## src/rtl/gcd_pkg.sv

```systemverilog
// gcd_pkg
//   Shared definitions for the subtractive GCD engine.
//   - gcd_state_e : controller state encoding (IDLE / CALC / DONE)
//   - DEF_WIDTH   : default operand/result width
//   - DEF_ITER_W  : default iteration-counter width
package gcd_pkg;

  localparam int DEF_WIDTH  = 8;
  localparam int DEF_ITER_W = 16;

  typedef enum logic [1:0] {
    ST_IDLE = 2'd0,
    ST_CALC = 2'd1,
    ST_DONE = 2'd2
  } gcd_state_e;

endpackage

```

## src/rtl/gcd_datapath.sv

```systemverilog
// gcd_datapath
//   Operand registers A/B, unsigned comparator and subtractor for the
//   subtractive GCD algorithm. The controller decides when to load and
//   when to step; this block only moves data.
//
// Ports
//   clk   in   clock, rising edge
//   rst   in   synchronous active-high reset, clears A and B
//   load  in   capture a_in/b_in into A/B
//   step  in   subtract the smaller register from the larger one
//   a_in  in   operand A
//   b_in  in   operand B
//   a     out  current A register
//   b     out  current B register
//   lt    out  A <  B (unsigned)
//   gt    out  A >  B (unsigned)
//   eq    out  A == B
//   zero  out  A == 0 or B == 0
module gcd_datapath #(
  parameter int WIDTH = 8
) (
  input  logic             clk,
  input  logic             rst,
  input  logic             load,
  input  logic             step,
  input  logic [WIDTH-1:0] a_in,
  input  logic [WIDTH-1:0] b_in,
  output logic [WIDTH-1:0] a,
  output logic [WIDTH-1:0] b,
  output logic             lt,
  output logic             gt,
  output logic             eq,
  output logic             zero
);

  logic [WIDTH-1:0] a_minus_b;
  logic [WIDTH-1:0] b_minus_a;

  // Both differences are formed, but only the one whose minuend is the
  // larger register is ever written back, so neither can underflow.
  assign a_minus_b = a - b;
  assign b_minus_a = b - a;

  assign lt   = (a < b);
  assign gt   = (a > b);
  assign eq   = (a == b);
  assign zero = (a == '0) || (b == '0);

  always_ff @(posedge clk) begin
    if (rst) begin
      a <= '0;
      b <= '0;
    end else if (load) begin
      a <= a_in;
      b <= b_in;
    end else if (step) begin
      if (lt) begin
        b <= b_minus_a;
      end else if (gt) begin
        a <= a_minus_b;
      end
    end
  end

endmodule

```

## src/rtl/gcd_engine.sv

```systemverilog
// gcd_engine
//   Request/acknowledge GCD calculator using repeated subtraction.
//   A request is accepted while ready=1 by pulsing start; the engine then
//   iterates until the operands match (or one is zero) and raises done
//   for one cycle with result, iter and zero_op valid. Those three stay
//   held until the next accepted request.
//
//   Handshake: start is only looked at while ready=1 (IDLE). A start seen
//   in IDLE is consumed on that edge; start in any other state is dropped,
//   never queued. done is a single-cycle pulse and is not back-pressured.
//
// Ports
//   clk       in   clock, rising edge
//   rst       in   synchronous active-high reset
//   start     in   request strobe
//   a_in      in   operand A (unsigned), sampled with start
//   b_in      in   operand B (unsigned), sampled with start
//   ready     out  high only in IDLE
//   done      out  one-cycle result-valid pulse
//   result    out  gcd(A,B)
//   iter      out  number of subtraction steps, saturating
//   zero_op   out  an operand was zero
//   fsm_state out  controller state, for observation only
module gcd_engine
  import gcd_pkg::*;
#(
  parameter int WIDTH  = DEF_WIDTH,
  parameter int ITER_W = DEF_ITER_W
) (
  input  logic              clk,
  input  logic              rst,
  input  logic              start,
  input  logic [WIDTH-1:0]  a_in,
  input  logic [WIDTH-1:0]  b_in,
  output logic              ready,
  output logic              done,
  output logic [WIDTH-1:0]  result,
  output logic [ITER_W-1:0] iter,
  output logic              zero_op,
  output gcd_state_e        fsm_state
);

  gcd_state_e       state;
  logic             dp_load;
  logic             dp_step;
  logic [WIDTH-1:0] dp_a;
  logic [WIDTH-1:0] dp_b;
  logic             dp_lt;
  logic             dp_gt;
  logic             dp_eq;
  logic             dp_zero;

  assign fsm_state = state;

  // Datapath controls. These only feed registers inside the datapath, so
  // start/a_in/b_in never reach an output combinationally.
  assign dp_load = (state == ST_IDLE) && start;
  assign dp_step = (state == ST_CALC) && !dp_zero && !dp_eq;

  gcd_datapath #(
    .WIDTH (WIDTH)
  ) u_datapath (
    .clk  (clk),
    .rst  (rst),
    .load (dp_load),
    .step (dp_step),
    .a_in (a_in),
    .b_in (b_in),
    .a    (dp_a),
    .b    (dp_b),
    .lt   (dp_lt),
    .gt   (dp_gt),
    .eq   (dp_eq),
    .zero (dp_zero)
  );

  // Controller. ready and done are registered alongside the state so they
  // reflect the state being entered: ready=1 exactly while in IDLE and
  // done=1 exactly while in DONE.
  always_ff @(posedge clk) begin
    if (rst) begin
      state   <= ST_IDLE;
      ready   <= 1'b1;
      done    <= 1'b0;
      result  <= '0;
      iter    <= '0;
      zero_op <= 1'b0;
    end else begin
      done <= 1'b0;
      case (state)
        ST_IDLE: begin
          if (start) begin
            iter    <= '0;
            zero_op <= 1'b0;
            ready   <= 1'b0;
            state   <= ST_CALC;
          end
        end

        ST_CALC: begin
          if (dp_zero) begin
            // gcd(x,0) = x and gcd(0,0) = 0; OR picks the nonzero one.
            result  <= dp_a | dp_b;
            zero_op <= 1'b1;
            done    <= 1'b1;
            state   <= ST_DONE;
          end else if (dp_eq) begin
            result <= dp_a;
            done   <= 1'b1;
            state  <= ST_DONE;
          end else if (iter != '1) begin
            // Saturate: the datapath keeps stepping, only the count stops.
            iter <= iter + ITER_W'(1);
          end
        end

        ST_DONE: begin
          ready <= 1'b1;
          state <= ST_IDLE;
        end

        default: begin
          ready <= 1'b1;
          state <= ST_IDLE;
        end
      endcase
    end
  end

endmodule

```

## config.mk

```make
export PLATFORM = sky130hd
export DESIGN_NAME = gcd_engine
export DESIGN_NICKNAME = d
export VERILOG_FILES = /design/src/rtl/gcd_pkg.sv /design/src/rtl/gcd_datapath.sv /design/src/rtl/gcd_engine.sv
export SDC_FILE = /design/constraint.sdc
export NUM_CORES = 1
export LEC_CHECK = 0
export CORE_AREA = 2 2 69 120
export DETAILED_ROUTE_END_ITERATION = 10
export DIE_AREA = 0 0 71 122
export GPL_TIMING_DRIVEN = 0
export PLACE_DENSITY = 0.64
export SETUP_SLACK_MARGIN = 0.05
export SYNTH_ARGS = -nofsm -noshare
export SYNTH_HDL_FRONTEND = slang
export SYNTH_SLANG_ARGS = --single-unit
```

## constraint.sdc

```tcl
create_clock -name clk -period 7.28 [get_ports clk]
set_input_delay 1.456 -clock clk [delete_from_list [all_inputs] [get_ports clk]]
set_output_delay 1.456 -clock clk [all_outputs]
set_load 0.02 [all_outputs]
```

==> key figures, run 1 <==
Synthesis
  – Synth top area share: 30.3%
  – Largest family of logic cells by synthesized area: compound AO/OA/AOI/OAI gates
  – Post-synthesis compound-gate area fraction: 24.5%
  – Post-synth ARST share: 0%
  – Top post-synthesis cells by area: dfxtp_1, ha_1, a21oi_1
  – Post-Synth XOR/XNOR Area: 3.83%
  – Post-Syn Nets: 393
  – Post-Syn Area per Cell: between 8 and 9 µm²
  – Flops & latches, synth: 45
  – Synth Area in Adders: 11.5%
  – Simple-Gate Fraction of Synth Area: 22.0%
  – Post-synth EDFFs: 0
  – Dominant synthesized flop cell: dfxtp_1
  – Register area share after synthesis: between 30% and 40%
  – Cell taking the most area after synthesis: dfxtp_1
  – Warnings, synthesis: 0
  – Synth unique cells: 55
  – Top-count cell post-synth: dfxtp_1
  – Mux cell area share after synthesis: less than 1%
  – Synth cell count leaders: dfxtp_1, a21oi_1, nand2_1
  – Syn Inst Count: 348
  – Synth Cell Area: 2970 µm²

Routing
  – DR pass1 iterations: 4
  – Antenna-violating nets left: 0
  – Drt via density: 5.64
  – DRC Markers: 0
  – Vias: 2779
  – DRT iter0 DRCs: 52
  – Routed WL: 8.46 mm
  – Drt wl/cell: between 15 and 20 µm

STA
  – Setup TNS Final: 0 ns
  – Fin crit share: 42.3%
  – RSZ-0062 raised after global routing: no
  – Final hold vios: 0
  – Clk_skew: about 0.006 ns
  – Final Critical Period: between 3 and 4 ns
  – Final Setup Violations: 0
  – Worst Slack Setup Final: 4.20 ns
  – Pins Over Slew Limit: 0
  – Fmax: 0.325 GHz
  – Worst rel slew slack: 56.1%
  – Tightest Pin Transition: between 0.6 and 0.7 ns

Worst setup path
  – Crit-path leading delay family: buffers and inverters
  – Startpoint types: primary input
  – Endpoint of the worst-slack reg-to-reg timing path: u_datapath.a[6]
  – Crit path largest cell delay: 0.51 ns
  – Crit path top cell by count: clkbuf_1
  – Crit path DAT: 3.27 ns
  – Crit Path Class: primary input to flop
  – R2r setup slk: ~4.6 ns
  – Req. time, crit path: 7.47 ns
  – Critical path depth: 6
  – Startpoint of the worst-slack reg-to-reg timing path: u_datapath.a[0]
  – CP max stage cell: clkbuf_1
  – Crit path max fanout: 10
  – Crit path cell chain: clkdlybuf4s50_1 > inv_1 > clkbuf_1 > clkbuf_1 > o2111ai_1 > o41ai_1
  – Cells on worst reg2reg path: 10
  – Crit. End Element: flop
  – Worst path buffer plus inverter count: 4

Floorplanning
  – Die Height: 122 µm
  – Total die area: around 8700 µm²
  – Core ar.: 7800 µm²
  – Die Span X: 71 µm
  – FP Rows: 43
  – # IOs: 48
  – Starting density of the core: 38.1%

Clocking
  – Hold-fix buffers at CTS: 0
  – CTS Sinks: 45
  – Post_cts resized: 0
  – CTS Buffer Depth: 2
  – Clock root buffer: clkbuf_16
  – CTS Buf Count: 5
  – CTS clk-pin slew, worst paths: 0.06 ns
  – Max H-tree Level: 2
  – Clk_lat worst skew: just under 0.3 ns
  – TritonCTS clock tree: built
  – Post-CTS Setup Bufs: 0

Power
  – NetSw: 0.492 mW
  – Static Leak: 1.38 nW
  – Pint: 0.698 mW
  – Pwr/cell area: 321 nW/µm²
  – VDD IR max: ~0.17 mV
  – Pwr Total: 1.19 mW
  – Seq pwr share: 26.6%
  – Comb power frac: 53.0%
  – Net Sw Frac: 41.3%
  – Clock share of power: 20.5%

Final layout
  – Ant. Diodes: 0
  – Final Non-Filler Cells: 493
  – Nets: about 450
  – Fraction of final layout cells sized beyond drive strength 1: roughly 8.4%
  – Non-Filler Cell Area, Final: 3710 µm²
  – Syn-to-layout area delta: 24.9%

Placed design
  – Gpl congestion: ~0.98
  – Final HPWL DP: between 6 and 7 mm
  – Placed Area: 3550 µm²
  – Placed Instances: 485
  – # port buffers: 47
  – Place WS: 3.91 ns

Run status
  – Status: complete, no violations

GRT
  – Initial antenna violation count: 0
  – GR Overflow Total: 0
  – GR Util All Layers: 20.2%
  – First-pass GRT wire length: 13.3 mm
  – Number of global-route vias before repair: around 2700
  – Largest net degree at the start of global routing: 14

Min path
  – WHS Endpoint: result[3]
  – Hold Crit Depth: 2
  – Worst hold start: result[3]
  – Tightest Hold Check Type: flop to flop

Job
  – Max_cap viols: 0
through the flow:
step	hold slack [ns]	utilization, %
5_1_grt	0.488	47.6
2_1_floorplan	0.466	-
3_3_place_gp	0.462	45.6
6_report	0.469	47.6
4_1_cts	0.472	47.6
3_5_place_dp	0.462	45.6
layout by cell type, fill, tap and decap left out, drive strengths merged, types with 2 or more instances in the layout:
cell and n:
o31ai 7, xnor2 11, o41ai 3, and3 10, a31oi 3, o21ai 17
clkdlybuf4s50 47, a21oi 35, dfxtp 45, ha 24, nand2 26, nand2b 12
mux2i 2, nor2b 3, nand4 6, nand3 19, nor2 20, clkbuf 20
and2 5, fa 2, a2bb2oi 3, xor2 2, a41oi 5, inv 23
nor4 6, buf 7, o21bai 11, a211oi 4, o211ai 9
flip-flops by register name, summed over array words and instances (netlist names):
signal and flops:
ready 1, result 8, u_datapath.b 8, fsm_state 2
zero_op 1, iter 16, done 1, u_datapath.a 8
logic make-up (layout without fill, tap and decap cells):
group | count (synthesis) | in the layout
flip-flops | 45 | 45
AND/OR/NAND/NOR | 113 | 113
adder cells (fa/ha/maj) | 26 | 26
buffers and inverters | 43 | 98
AO/OA/AOI/OAI | 106 | 106
XOR/XNOR | 13 | 13
multiplexers | 2 | 2
layout make-up:
type	instances	area, µm²
Fill cell	798	4090
Clock buffer	7	153
Sequential cell	45	901
Timing Repair Buffer	47	470
Clock inverter	1	5.00
Multi-Input combinational cell	260	1850
Tap cell	90	113
Inverter	23	86.3
Buffer	20	130
tightest hold or removal path: stages (launching register included):
cell      delay, ns
dfxtp_1        0.31
nand2b_1       0.06
a21oi_1        0.05
routing by layer:
layer  part of all wire, %  vias up  wire length (µm)  global-route usage [%]
li1                      -     1362                 -                       -
met2                    57       78              4840                    39.4
met5                     0        -                 0                       0
met4                   4.5        0               384                    11.9
met3                   3.8       22               323                    2.89
met1                    34     1317              2920                    19.5
power groups by stage:
stage,clock [mW],combinational [mW],sequential (mW)
after floorplan,0,0.449,0.328
after global placement,0,0.619,0.321
after detailed placement,0,0.626,0.322
after CTS,0.248,0.630,0.316
after global routing,0.253,0.693,0.320
final,0.244,0.631,0.316
worst max path at each step:
stage,start,to,slack (ns)
3_5_place_dp,rst,u_datapath.b[6],3.91
5_1_grt,rst,u_datapath.b[6],4.04
4_1_cts,rst,u_datapath.b[6],4.21
6_report,rst,iter[15],4.20
3_3_place_gp,rst,u_datapath.b[6],3.92
2_1_floorplan,u_datapath.a[0],u_datapath.a[5],4.91
(Power assumes the default switching activity.)
==> run 2: changes to the inputs <==
Settings changed: PLACE_DENSITY 0.64 to 0.66.
Clock period 7.28 ns to 2.75 ns, I/O delays scaled along.
==> run 2 against run 1 <==
- clock-buffer cell count fell by 2
- setup slack got worse by 4.0 ns
- critical path depth rose by 4
- clock power rose by 150%
- total power rose to 2.7 times the previous value
- non-clock buffer count rose by 3
- core utilization rose by 0.35 points
- sequential power rose to 2.7 times the previous value
- final cell count rose by 0.61%
- sequential cell count did not move
- critical endpoint is now u_datapath.a[5]
- largest cell class unchanged
==> key figures, run 2 (synthesis gave the netlist of run 1 again) <==
Run status
  – Status: complete, no violations

STA
  – Setup TNS Final: 0 ns (unchanged)
  – Fmax: 0.391 GHz
  – Pins Over Slew Limit: 0 (unchanged)
  – Final hold vios: 0 (unchanged)
  – Final Critical Period: approximately 2.6 ns
  – Tightest Pin Transition: 0.590 ns (-0.0696 ns)
  – Worst rel slew slack: 60.7% (+4.6 points)
  – Final Setup Violations: 0 (unchanged)
  – RSZ-0062 raised after global routing: no
  – Clk_skew: 0.0108 ns (+0.00479 ns)
  – Fin crit share: 92.9%

Clocking
  – CTS Sinks: 45 (unchanged)
  – Clk_lat worst skew: 0.29 ns (about the same)
  – CTS clk-pin slew, worst paths: 0.07 ns (about the same)
  – Max H-tree Level: 2 (unchanged)
  – TritonCTS clock tree: built
  – CTS Buffer Depth: 2 (unchanged)
  – Clock root buffer: clkbuf_16
  – CTS Buf Count: 5 (unchanged)

Final layout
  – Syn-to-layout area delta: 25.9%
  – Fraction of final layout cells sized beyond drive strength 1: 11.3% (+2.9 points)
  – Largest register by flop count: iter
  – Ant. Diodes: 0 (unchanged)
  – Nets: 450 (+0.67%)
  – Commonest non-fill, non-tap cell in the layout: clkdlybuf4s50_1
  – Largest register FFs: 16 (unchanged)
  – Most frequent cells in the layout: clkdlybuf4s50_1, dfxtp_1, a21oi_1, nand2_1, ha_1

Floorplanning
  – Die Span X: 71 µm (unchanged)
  – FP Rows: 43 (unchanged)
  – Total die area: 8660 µm² (unchanged)
  – Core ar.: 7800 µm² (unchanged)
  – # IOs: 48 (unchanged)
  – Starting density of the core: 38.1% (unchanged)
  – Die Height: 122 µm (unchanged)

Placed design
  – Final HPWL DP: 6.78 mm (+2.1%)
  – Gpl congestion: 0.970 (-0.91%)
  – # port buffers: 47 (unchanged)

Power
  – Pwr/cell area: 843 nW/µm² (+160%)
  – Static Leak: 1.39 nW (+0.80%)
  – Pwr Total: 3.15 mW (+170%)
  – VDD IR max: 0.436 mV (+160%)

Routing
  – Drt via density: 5.64 (about the same)
  – DRC Markers: 0 (unchanged)
  – DR pass1 iterations: 4 (unchanged)
  – Drt wl/cell: 17.3 µm (+0.52%)
  – Antenna-violating nets left: 0 (unchanged)
  – Vias: 2796 (+0.61%)
  – DRT iter0 DRCs: 83 (+60%)
  – Routed WL: 8.56 mm (+1.1%)

GRT
  – Largest net degree at the start of global routing: 16 (+2)
  – Initial antenna violation count: 0 (unchanged)
  – GR Util All Layers: 20.4% (+0.14 points)
  – First-pass GRT wire length: 13.7 mm (+2.6%)
  – GR Overflow Total: 0 (unchanged)
  – Number of global-route vias before repair: 2851 (+6.9%)
  – M2 GR Usage: 40.5% (+1.1 points)
  – Routing usage on met1: 18.4% (-1.1 points)
  – Global route hottest layer: met2
  – GR Util met3: 2.56% (-0.33 points)

Job
  – Max_cap viols: 0 (unchanged)

Worst setup path
  – Crit path DAT: 2.72 ns (-0.55 ns)
  – Crit. End Element: flop
  – Crit Path Class: flop to flop
  – Crit path max fanout: 10 (unchanged)
  – Req. time, crit path: 2.91 ns (-4.56 ns)
  – Startpoint types: flop

Min path
  – Tightest Hold Check Type: flop to flop
==> run 2: cell count changes in the layout (fill, tap and decap cells not counted), sizes merged <==
| cell | before | now |
|---|---|---|
| clkbuf | 20 | 17 |
| clkinv | 1 | 3 |
| buf | 7 | 11 |
==> run 2: per-layer routing <==
layer  share of wire, %  wire length (µm)
met3                2.5               216
met4                6.3               542
met2                 56              4810
met1                 35              2990
met5                  0                 0
==> run 2: repair_timing <==
| item | CTS | global route |
|---|---|---|
| buffers inserted | 0 | 2 |
| endpoints found under the setup margin | 2 | 14 |
| hold buffers | 0 | 0 |
| gates resized for setup | 1 | 10 |
| pin swaps | 0 | 4 |
| cloned | 0 | 1 |
==> run 2: path summary, 6_finish.rpt <==
path / start / endpoint / slack (ns) / cells after the start
hold reg to reg: result[4] / result[4] / 0.47 / 2
setup / recovery: u_datapath.a[0] / u_datapath.a[5] / 0.19 / 10
hold / removal: result[4] / result[4] / 0.47 / 2
setup reg to reg: u_datapath.a[0] / u_datapath.a[5] / 0.19 / 10
==> run 2: area by class of cell <==
class	count	area (µm²)
fill	756	4060
multi-input combinational	260	1860
sequential	45	912
timing repair buffer	50	490
buffer	20	130
clock buffer	5	125
tap	90	113
inverter	23	86.3
clock inverter	3	22.5
==> run 2: worst max-delay path, cell delays in order, from the launching register on <==
cell and delay, ns:
dfxtp_4 0.38, inv_1 0.06, ha_1 0.23, fa_2 0.36, o21bai_1 0.18, a21oi_2 0.12, o311a_4 0.42, nand2b_4 0.20
buf_6 0.16, a41oi_1 0.21, o31ai_1 0.09
==> run 2: stage by stage <==
step	setup slack [ns]	hold WS [ns]	area, µm²	instances	utilization [%]
final	0.195	0.471	3740	496	47.9
after global routing	0.0360	0.500	3740	496	47.9
after CTS	0.110	0.479	3700	493	47.5
after detailed placement	0.0538	0.469	3550	485	45.6
after global placement	0.0773	0.463	3550	485	45.6
after floorplan	0.381	0.466	2970	348	-
==> run 2: power breakdown <==
group          switching (mW)  internal (mW)
Clock                   0.268          0.339
Combinational           0.968          0.733
Sequential              0.100          0.746
